<file path="config.mk">
export PLATFORM = sky130hd
export DESIGN_NAME = bit8_1to2_stream_demux
export DESIGN_NICKNAME = d
export VERILOG_FILES = /design/src/rtl/bit8_1to2_stream_demux.sv
export SDC_FILE = /design/constraint.sdc
export NUM_CORES = 1
export LEC_CHECK = 0
export ABC_AREA = 1
export BUFFER_PORTS_ARGS = -buffer_cell sky130_fd_sc_hd__buf_2
export CAP_MARGIN = 20
export CORE_UTILIZATION = 50
export DETAILED_ROUTE_END_ITERATION = 6
export GPL_TIMING_DRIVEN = 0
export PLACE_DENSITY = 0.79
export SLEW_MARGIN = 20
export SYNTH_ARGS = -nofsm -noshare
export SYNTH_HDL_FRONTEND = slang
export SYNTH_SLANG_ARGS = --single-unit
</file>
<file path="constraint.sdc">
create_clock -name clk -period 3.8 [get_ports clk]
set_input_delay 0.95 -clock clk [delete_from_list [all_inputs] [get_ports clk]]
set_output_delay 0.95 -clock clk [all_outputs]
set_load 0.05 [all_outputs]
</file>
<file path="src/rtl/bit8_1to2_stream_demux.sv">
// bit8_1to2_stream_demux: steers one byte stream to two independently buffered, handshaked output ports
module bit8_1to2_stream_demux #(
    parameter int DEPTH = 2,
    parameter int AW    = 1
) (
    input  logic          clk,
    input  logic          reset,
    input  logic [7:0]    in_data,
    input  logic          in_sel,
    input  logic          in_valid,
    output logic          in_ready,
    output logic [7:0]    out0_data,
    output logic          out0_valid,
    input  logic          out0_ready,
    output logic [7:0]    out1_data,
    output logic          out1_valid,
    input  logic          out1_ready,
    output logic [AW:0]   count0,
    output logic [AW:0]   count1,
    output logic [7:0]    sent0,
    output logic [7:0]    sent1
);
    localparam logic [AW:0] full = (AW + 1)'(DEPTH);
    logic [1:0] rdy;
    assign rdy = {out1_ready, out0_ready};
    // registered counts only, so a same-cycle pop never frees room for a push
    assign in_ready = (in_sel ? g_fifo[1].cnt : g_fifo[0].cnt) != full;
    for (genvar n = 0; n < 2; n++) begin : g_fifo
        logic [7:0]    mem [DEPTH];
        logic [AW-1:0] rp, wp;
        logic [AW:0]   cnt;
        logic [7:0]    sent;
        logic          push, pop, valid;
        logic [7:0]    head;
        assign valid = cnt != '0;
        assign push  = in_valid && in_ready && in_sel == 1'(n);
        assign pop   = valid && rdy[n];
        assign head  = mem[rp];
        always_ff @(posedge clk) begin
            if (reset) begin
                for (int i = 0; i < DEPTH; i++) mem[i] <= '0;
                rp   <= '0;
                wp   <= '0;
                cnt  <= '0;
                sent <= '0;
            end else begin
                if (push) begin
                    mem[wp] <= in_data;
                    wp      <= wp + 1'b1;
                end
                if (pop) begin
                    rp   <= rp + 1'b1;
                    sent <= sent + 8'd1;
                end
                if (push != pop) cnt <= push ? cnt + 1'b1 : cnt - 1'b1;
            end
        end
    end
    assign out0_data  = g_fifo[0].head;
    assign out1_data  = g_fifo[1].head;
    assign out0_valid = g_fifo[0].valid;
    assign out1_valid = g_fifo[1].valid;
    assign count0     = g_fifo[0].cnt;
    assign count1     = g_fifo[1].cnt;
    assign sent0      = g_fifo[0].sent;
    assign sent1      = g_fifo[1].sent;
endmodule

</file>
== Yosys cells after proc, flatten, opt, wreduce, memory -nomap -nowiden ==
Memory sizes are Yosys's and may differ from the RTL's. A register that Yosys moved wholly into a read port is not among the register bits.
Cells that the tools add are included.
Operators by class
  reduce and logical (&&, ||, !) cells: 9
  multiplexer cells: 21
  order comparisons: 0
  bitwise logic cells: 1
  div/mod/pow operators: 0
  multiply operators: 0
  shift operators: 0
  $add $sub $neg: 10
  equality and inequality tests: 3
Operators by type and width (number)
  adder 8 x 1 -> 8 bit (second input constant): 2
  two-way mux 1 bit: 16
  two-way mux 8 bit: 2
  OR reduction 8 bit: 2
  two-way mux 2 bit: 3
  logical AND 1 bit: 5
  adder 1 bit (second input constant): 4
  adder 2 x 1 -> 2 bit (second input constant): 2
  nonzero test 2 bit: 2
  subtractor 2 x 1 -> 2 bit (second input constant): 2
  != test 1 bit: 2
  != test 2 bit (second input constant): 1
  NOT 1 bit: 1
Storage, ports and cells
  memories kept: 2
  input bits: 14
  latch bits: 0
  ROM bits: 0
  output and inout port bits: 39
  register bits after elaboration: 24
  logic and storage cells: 54
  memory bits (writable): 32
Memories
  g_fifo[0].mem: words 2, width 8, read ports 1, clocked after memory_dff 1, write ports 2, line 29  | logic [7:0] mem [DEPTH];
  g_fifo[1].mem: words 2, width 8, read ports 1, clocked after memory_dff 1, write ports 2, line 29

== Longest topological paths before layout ==
Gate-level depths: netlist of the first run.
  depth after elaboration: 9
  mapped depth: 8
  gate-level depth less buffers: 8

== Least setup slack after synthesis of the first run ==
No wires, ideal clock.
  path kind: in2out
  start point: input port in_sel
  end point: output port in_ready
  setup slack: 1427 ps
  path buffers: 0
  data required time: 2850 ps
  arrival time: 1423 ps
  stages on the path: 4
  cell sequence: inv_1 > nand2_1 > o21ai_0 > inv_1
On the way
  longest elaborated chain between the ends: 2
RTL lines
  start, declared: line 9  | input logic in_sel,
  two-way mux 2 bit: line 27  | assign in_ready = (in_sel ? g_fifo[1].cnt : g_fifo[0].cnt) != full;
  != test 2 bit: line 27
  end, declared: line 11  | output logic in_ready,
Every way passes these cells.

==> impl_results.md, run 1 <==
* Hold Vio Cnt, Final at 0
* Global route total overflow at 0
* Hold buffer count at cts at 0
* Synth warnings at 0
* Worst VDD drop at about 490 µV
* Num CTS Buffers at 9
* # diodes at 0
* Clock Latency Late Sink at 0.33 ns
* Layout cell share with drive strength beyond 1 at 0.2980
* CP Max Fanout at 8
* Cell count after synthesis at about 280
* FP Rows at 26
* Clock Root Buffer: clkbuf_8
* Final HPWL DP at 3708 µm
* Initial DRT Pass Iterations at 4
* Port bufs at a little over 50
* Die Footprint at 0.005588 mm²
* Post-CTS Setup Inserts at 0
* Initial Util at 0.5181
* CTS Buffer Depth at 2
* Area Growth Syn to Fin at 20.85%
* Mean Syn Cell Area at 9.384 µm²
* LEAKAGE at 1.434 nW
* Status: completed
* Wire length per cell at 12.58 µm
* Starting DRT DRC Count at 99
* Post-DR vias/cell at 5.095
* Worst EP required at 2.85 ns
* CP Capture Type: output pin
* Pins Over Slew Limit at 0
* IO Pins at 53
* Worst endpoint data arrival time at 1.62 ns
* CTS tree: yes
* Width of the die at about 75 µm
* Peak Freq at approximately 390 MHz
* Setup TNS at 0 ns
* PD cells at ~670 mW/mm²
* Die H at 74.75 µm
* GRT Util Overall at 0.2040
* Sequential share of the synthesized area at 0.5598
* Worst Max-Slew Pin Slew at 0.4631 ns
* Final setup violation count at 0
* Vias in the first global route at around 2,000
* Fin util at 0.6262
* Htree depth at 3
* Min-delay worst type: flop to flop
* Fin crit period at 2.571 ns
* #FFs+latches synth at between 50 and 60
* Clock Pin Slew Worst Setup and Hold Paths at 0.07 ns
* Syn_nets at 298
* Core ar. at 0.005107 mm²
* Max-cap violations at 0
* Largest net degree at the start of global routing at 11
* Clk_skew at 0.007415 ns
* Cell Area, Synth at 0.002646 mm²
* Initial antenna violation count at 0
* Setup CP Type: flop to output pin
* Post-CTS Resized at 0
* Relative slew slack at 0.6913
* CP Launch Type: flop
* RSZ-0062 raised after global routing: false
* Vias at 2,135
* Clk sink count at 58
* Yosys cell types at 29
* WL final at 5271 µm
* RePlAce Congestion at 0.7519
* First-pass GRT wire length at around 8400 µm
* Crit share post-route at 0.6765
* Remaining DRCs at 0
* Layout net count at 360
* Detail Route Antenna Nets at 0
[per-layer routing]
layer | global-route usage | up-vias | routed length (µm)
li1 | - | 1060 | -
met1 | 0.2418 | 990 | 2358
met2 | 0.3413 | 71 | 2512
met3 | 0.04284 | 14 | 291
met4 | 0.1237 | 0 | 108
met5 | 0 | - | 0
[registers in the layout (all words and copies together), names as in the netlist, named ones only]
| signal | flops |
|---|---|
| g_fifo.rp | 2 |
| count0 | 2 |
| sent1 | 8 |
| sent0 | 8 |
| g_fifo.mem | 32 |
| count1 | 2 |
| g_fifo.wp | 2 |
[placed cells by master (no fill, tap or decap), types with 2 or more instances in the layout]
cell type	instances
nand2_1	57
clkinv_2	2
dfxtp_1	26
o21a_1	2
o21ai_0	9
clkbuf_1	3
buf_2	53
nand3_2	4
ha_1	2
nor3_1	8
a21oi_2	2
clkbuf_8	9
clkinv_1	2
nor2_1	46
inv_1	27
a21oi_1	17
nand2_2	3
buf_4	3
or2_4	2
nand3_1	10
bufinv_16	2
nand3b_1	2
nand2_4	2
edfxtp_1	32
mux2_2	16
[worst max-delay path: stages (launching register included)]
cell	delay, ns
dfxtp_1	0.31
clkbuf_1	0.37
mux2_2	0.40
buf_2	0.21
[cell families after synthesis]
group                      after synthesis  share of synthesized area
and+or+nand+nor                        137                     0.2355
muxes                                   16                    0.06808
adders and majority gates                2                   0.009455
AOI/OAI and AO/OA                       33                    0.07092
buffers and inverters                   36                    0.05626
DFF                                     58                     0.5598
[through the flow]
step / power [W] / hold WS, ns / cell area (µm²) / worst slack [ns] / cells
finish: 0.002131 / 0.4560 / 3198 / 1.229 / 419
global route: 0.002227 / 0.4794 / 3198 / 1.152 / 419
CTS: 0.002140 / 0.4552 / 3198 / 1.215 / 419
detailed placement: 0.001536 / 0.4391 / 2989 / 1.295 / 403
global placement: 0.001521 / 0.4347 / 2989 / 1.289 / 403
floorplan: 0.001387 / 0.4255 / 2646 / 1.427 / 282
[final cells by class]
cell class,count,area (µm²)
Inverter,29,108.9
Timing Repair Buffer,51,255.2
Buffer,7,40.04
Sequential cell,58,1481
Clock buffer,10,127.6
Multi-Input combinational cell,188,1016
Fill cell,448,1909
Clock inverter,6,81.33
Tap cell,70,87.58
[worst paths after layout]
kind | cells past startpoint | slack [ns] | start | end
setup / recovery | 3 | 1.23 | flop | out0_data[6]
hold / removal | 1 | 0.46 | g_fifo[0].rp | g_fifo[0].rp
setup reg to reg | 6 | 2.08 | count1[0] | g_fifo[1].mem[0][4]
hold reg to reg | 1 | 0.46 | g_fifo[0].rp | g_fifo[0].rp
[report_power, final]
group | internal (W) | switching, W
registers | 0.000736 | 0.0000599
logic | 0.000201 | 0.000530
clock network | 0.000365 | 0.000240
[synth_stat cells, drive strengths merged]
library cell | n | area share
mux2 | 16 | 0.068
a21oi | 19 | 0.039
dfxtp | 26 | 0.20
clkinv | 1 | 0.0014
inv | 28 | 0.040
nand3b | 2 | 0.0057
buf | 5 | 0.012
o211ai | 1 | 0.0047
o21a | 2 | 0.0057
edfxtp | 32 | 0.36
clkbuf | 2 | 0.0028
ha | 2 | 0.0095
nor2 | 47 | 0.068
or2 | 2 | 0.0066
o21ai | 10 | 0.019
nand2 | 62 | 0.096
nor3 | 10 | 0.025
o21bai | 1 | 0.0028
nand3 | 14 | 0.034
No activity file was read; power rests on OpenSTA's default activity.
==> run 2: changes to the inputs <==
ABC_AREA = 0   (was 1)
CORE_UTILIZATION = 49   (was 50)
PLACE_DENSITY = 0.8   (was 0.79)
clock period = 2.23 ns   (was 3.8 ns; I/O delays follow)
==> run 2 against run 1 <==
  * Sequential power rose by 53%
  * Flip-flop and latch count did not move
  * Final cell count fell by 15%
  * Clock power rose by 27%
  * Count of clock-buffer cells in the layout rose by 5
  * Synthesized area rose by 0.52%
  * Hold slack improved by 0.021 ns
  * Critical path type unchanged
==> impl_results.md, run 2 <==
* Status: completed
* Wire length per cell at about 14 µm
* GRT Util Overall at 0.1989
* Pre-CTS setup slack at 0.06768 ns
* Post-DR vias/cell at 5.303
* Hold WS at ~0.48 ns
* Synth top area cells: edfxtp_1, dfxtp_1, and2_1
* Final HPWL DP at 3494 µm
* Max reg flops at 32
* XOR/XNOR Fraction of Synth Area at 0.02634
* EDFF count, synth at 32
* Fin crit period at 2.094 ns
* Largest family of logic cells by synthesized area: simple AND/OR/NAND/NOR gates
* Largest area contributor in the netlist: edfxtp_1
* Syn_nets at approximately 240
* Detail Route Antenna Nets at 0
* CTS tree: yes
* Core ar. at 0.005172 mm²
* Post-synthesis simple-gate area fraction at 0.2135
* CTS Buffer Depth at 2
* CP Launch Type: flop
* Crit share post-route at 0.9392
* Initial DRT Pass Iterations at 5
* Relative slew slack at 0.7061
* Hold Vio Cnt, Final at 0
* Htree depth at 3
* PD cells at roughly 760 mW/mm²
* Post-synthesis mux area share at 0.08655
* Layout cell share with drive strength beyond 1 at 0.3310
* Vias in the first global route at roughly 1,800
* Die Footprint at 0.005727 mm²
* Synth Flop Type: edfxtp_1
* Worst endpoint data arrival time at 1.54 ns
* Area Growth Syn to Fin at 18.96%
* Max-cap violations at 0
* Clk sink count at 58
* Starting DRT DRC Count at 58
* Clock Pin Slew Worst Setup and Hold Paths at around 0.060 ns
* Sequential share of the synthesized area at 0.5569
* Top reg by flops: g_fifo.mem
* Worst EP required at 1.67 ns
* Commonest cells post-synth: and2_1, edfxtp_1, dfxtp_1, mux2_2, nor2_1
* Peak Freq at 477.4 MHz
* Register area at 0.001481 mm²
* Clock Latency Late Sink at 0.33 ns
* Worst VDD drop at roughly 320 µV
* Num CTS Buffers at 9
* Port bufs at 52
* Min-delay worst type: flop to flop
* Area of the multi-input gates at 0.001144 mm²
* Clk_skew at 0.005731 ns
* Fin util at 0.6118
* Cell count after synthesis at 221
* Die H at approximately 76 µm
* Final setup violation count at 0
* Remaining DRCs at 0
* Hold buffer count at cts at 0
* Worst Max-Slew Pin Slew at 0.4408 ns
* First-pass GRT wire length at 8211 µm
* Largest net degree at the start of global routing at 11
* Synth Area in Compound Gates at 0.08937
* Layout net count at 298
* Global route total overflow at 0
* CP Capture Type: output pin
* Synth top area share at 0.3612
* FP Rows at 26
* Cell Area, Synth at between 0.002 and 0.003 mm²
* IO Pins at 53
* Initial Util at 0.5143
* Most frequent cells in the layout: buf_2, and2_1, edfxtp_1, dfxtp_1, mux2_2
* RePlAce Congestion at 0.7554
* Fillers at approximately 430
* Setup TNS at 0 ns
* Commonest non-fill, non-tap cell in the layout: buf_2
* Pins Over Slew Limit at 0
* Vias at 1,893
* RSZ-0062 raised after global routing: false
* Final setup margin at 0.1355 ns
* Setup CP Type: flop to output pin
* Mean Syn Cell Area at 12.04 µm²
* WL final at 5084 µm
* Async set or reset register ratio after synthesis at 0
* LEAKAGE at 1.306 nW
* CP Max Fanout at 9
* Synth warnings at 0
* Initial antenna violation count at 0
* Width of the die at around 76 µm
* #FFs+latches synth at 58
* # diodes at 0
* Clock Root Buffer: clkbuf_8
* Yosys cell types at 31
* Fraction of the mapped netlist area in adder cells at 0.009407
-- run 2: cell count changes after synthesis, moves of 5 or more --
cell      change
a21oi_1       -5
and2_1       +32
buf_2         +6
inv_1        -27
mux2i_1       +5
nand2_1      -52
nand2b_1      +5
nand3_1       -8
nor2_1       -32
nor3_1        -8
or3_1         +8
or4_1         +6
xor2_1        +7
-- run 2: cell families (layout without fill, tap and decap cells) --
family,Yosys count,in the layout
multiplexers,21,21
buffers and inverters,10,76
AO/OA/AOI/OAI,36,36
AND/OR/NAND/NOR,86,86
flip-flops,58,58
adder cells (fa/ha/maj),2,2
XOR/XNOR,8,8
-- run 2: cell type report --
cell class              instances  share of cell area
well taps                      70             0.02768
repair buffers                 52             0.08225
clock inverters                 1            0.001582
plain buffers                   8             0.01265
multi-input cells             153              0.3614
flip-flops and latches         58              0.4682
clock buffers                  15             0.04626
-- run 2: metal layers --
layer  GRT usage  routed length, µm  up-vias
li1            -                  -      930
met1      0.2432               2348      897
met2      0.3244               2393       56
met3     0.05688                251       10
met4     0.09671                 91        0
met5           0                  0        -
-- run 2: power by group --
part	total (W)	leakage (nW)	switching, W	internal [W]
Clock	0.000770	0.0757	0.000367	0.000404
Combinational	0.000414	0.684	0.000291	0.000123
Sequential	0.00122	0.547	0.0000328	0.00118
Total	0.00240	1.31	0.000691	0.00171
-- run 2: path summary, 6_finish.rpt --
kind	from	to	slack (ns)	depth (start not counted)
worst min-delay path	sent0[7]	sent0[7]	0.48	2
worst min register to register	sent0[7]	sent0[7]	0.48	2
worst max-delay path	count0[0]	in_ready	0.14	5
worst max register to register	count0[0]	g_fifo[0].mem[0][5]	0.35	5
-- run 2: through the flow --
step / total power [W] / std cells / instance area (µm²)
2_1_floorplan: 0.001555 / 221 / 2673
3_3_place_gp: 0.001645 / 343 / 3020
3_5_place_dp: 0.001654 / 343 / 3020
4_1_cts: 0.002421 / 359 / 3172
5_1_grt: 0.002501 / 357 / 3164
6_report: 0.002400 / 357 / 3164
-- run 2: critical path, stage by stage (launching register included) --
cell and delay, ns:
dfxtp_1 0.33, buf_2 0.20, nor2b_1 0.06, buf_2 0.19, mux2i_4 0.14, buf_2 0.28
-- run 2: timing repair --
action / CTS / global route
resized for setup: 0 / 0
endpoints found under the setup margin: 0 / 16
setup buffers: 0 / 0
==> run 3: changes to the inputs <==
BUFFER_PORTS_ARGS = unset   (was -buffer_cell sky130_fd_sc_hd__buf_2)
CORE_UTILIZATION = 50   (was 49)
DONT_BUFFER_PORTS = 1   (was unset)
PLACE_DENSITY = 0.7   (was 0.8)
clock period = 2.5 ns   (was 2.23 ns; I/O delays follow)
==> run 3 against run 2 <==
  * Final cell count is 14% lower
  * Largest cell class unchanged
  * Critical path type unchanged
  * Critical path depth is 2 lower
  * Sequential power is 9% lower
  * First-iteration DRC count is 34% higher
  * Total power is 13% lower
  * Global-route usage is 1.1 points lower
  * Wire length is 4.8% lower
  * Flip-flop and latch count stayed put
  * Clock power is 9.2% lower
  * Combinational power is 29% lower
==> impl_results.md, run 3 (synthesis gave the netlist of run 2 again) <==
* CTS Buffer Depth at 2
* Core ar. at 0.005107 mm²
* Post-CTS Setup Inserts at 0
* CP Capture Type: output pin
* WL final at 4842 µm
* Wire length per cell at 15.77 µm
* Vias in the first global route at between 1,500 and 2,000
* Layout net count at 248
* Clock Root Buffer: clkbuf_8
* Remaining DRCs at 0
* Top reg by flops: g_fifo.mem
* Relative slew slack at 0.5217
* Worst endpoint data arrival time at 1.76 ns
* Max reg flops at 32
* First-pass GRT wire length at 7417 µm
* Peak Freq at between 400 and 500 MHz
* Post-DR vias/cell at 5.443
* Die H at 74.94 µm
* LEAKAGE at 1.073 nW
* Worst Path Buf+Inv at 1
* Min-delay worst type: input pin to flop
* Clock Pin Slew Worst Setup and Hold Paths at 0.06 ns
* # diodes at 0
* RePlAce Congestion at 0.6756
* Detail Route Antenna Nets at 0
* Largest net degree at the start of global routing at 11
* Setup CP Type: flop to output pin
* CTS tree: yes
* Crit share post-route at 0.9543
* Final setup margin at roughly 0.11 ns
* Status: completed
* Placed Cells at 291
* Width of the die at 74.94 µm
* RSZ-0062 raised after global routing: false
* Clk sink count at between 50 and 60
* Area Growth Syn to Fin at 9.878%
* Worst-path cell chain: nor2b_1, buf_2, mux2i_4
* Initial antenna violation count at 0
* Fin util at 0.5723
* Hold WS at 0.4848 ns
* Fin cells at 307
* Num CTS Buffers at 9
* Critical path's top delay family: flip-flops
* Hold Vio Cnt, Final at 0
* Htree depth at 3
* IO Pins at 53
* Final HPWL DP at 3235 µm
* Starting DRT DRC Count at about 80
* Critical Path Max Stage Delay at 0.78 ns
* Vias at 1,671
* Most frequent cells in the layout: and2_1, edfxtp_1, dfxtp_1, mux2_2, nor2_1
* Fillers at 469
* Worst VDD drop at 337.5 µV
* Global route total overflow at 0
* PD cells at 718.4 mW/mm²
* FP Rows at 26
* Worst EP required at ~1.9 ns
* Worst Max-Slew Pin Slew at 0.7164 ns
* CP Launch Type: flop
* Initial DRT Pass Iterations at 4
* Port bufs at 0
* GRT Util Overall at 0.1878
* Slowest cell on crit path: dfxtp_1
* CP Max Fanout at 9
* Final setup violation count at 0
* Fin crit period at 2.386 ns
* Pins Over Slew Limit at 0
* Layout cell share with drive strength beyond 1 at 0.2110
* Die Footprint at 0.005616 mm²
* Setup TNS at 0 ns
* Hold buffer count at cts at 0
* Max-cap violations at 0
* Initial Util at 0.5208
* Clk_skew at 0.005477 ns
* Pre-CTS setup slack at 0.07241 ns
* Clock Latency Late Sink at 0.32 ns
run 3: cell count changes in the layout (fill, tap and decap cells not counted), sizes merged:
| cell | before | now |
|---|---|---|
| buf | 60 | 8 |
| clkinv | 1 | 6 |
| clkbuf | 15 | 11 |
| clkinvlp | 0 | 1 |
run 3: repair_timing:
action | 4_1_cts | 5_1_grt
endpoints found under the hold margin | 0 | 0
resized for setup | 3 | 0
endpoints found under the setup margin | 1 | 0
run 3: metrics by stage:
stage / cell area [µm²] / power (W)
6_report: 2923 / 0.002100
5_1_grt: 2923 / 0.002178
4_1_cts: 2923 / 0.002126
3_5_place_dp: 2751 / 0.001423
3_3_place_gp: 2751 / 0.001418
2_1_floorplan: 2664 / 0.001386
run 3: where the power goes:
group	switching (W)	leakage, nW	internal, W
clock network	0.000353	0.0860	0.000346
registers	0.0000528	0.547	0.00106
logic	0.000214	0.439	0.0000789
total	0.000620	1.07	0.00148
run 3: final cells by class:
cell class | count | area (µm²) | share of cell area
clock buffer | 9 | 123.9 | 0.04238
clock inverter | 7 | 36.28 | 0.01241
tap | 70 | 87.58 | 0.02997
multi-input combinational | 153 | 1144 | 0.3913
sequential | 58 | 1484 | 0.5077
buffer | 10 | 47.55 | 0.01627
run 3: path summary, 6_finish.rpt:
| path | start | slack [ns] | end | cells after the start |
|---|---|---|---|---|
| hold reg to reg | g_fifo[1].rp | 0.51 | g_fifo[1].rp | 2 |
| hold / removal | out0_ready | 0.48 | count0[1] | 2 |
| setup / recovery | count1[1] | 0.11 | in_ready | 3 |
| setup reg to reg | count0[0] | 0.43 | g_fifo[0].mem[0][5] | 5 |
run 3: routing by layer:
| layer | vias to the layer above | wire (µm) | share of wire | GRT usage |
|---|---|---|---|---|
| met4 | 0 | 83 | 0.017 | 0.1132 |
| met3 | 9 | 366 | 0.076 | 0.06961 |
| met2 | 51 | 2341 | 0.48 | 0.3073 |
| li1 | 833 | - | - | - |
| met5 | - | 0 | 0 | 0 |
| met1 | 778 | 2050 | 0.42 | 0.2092 |
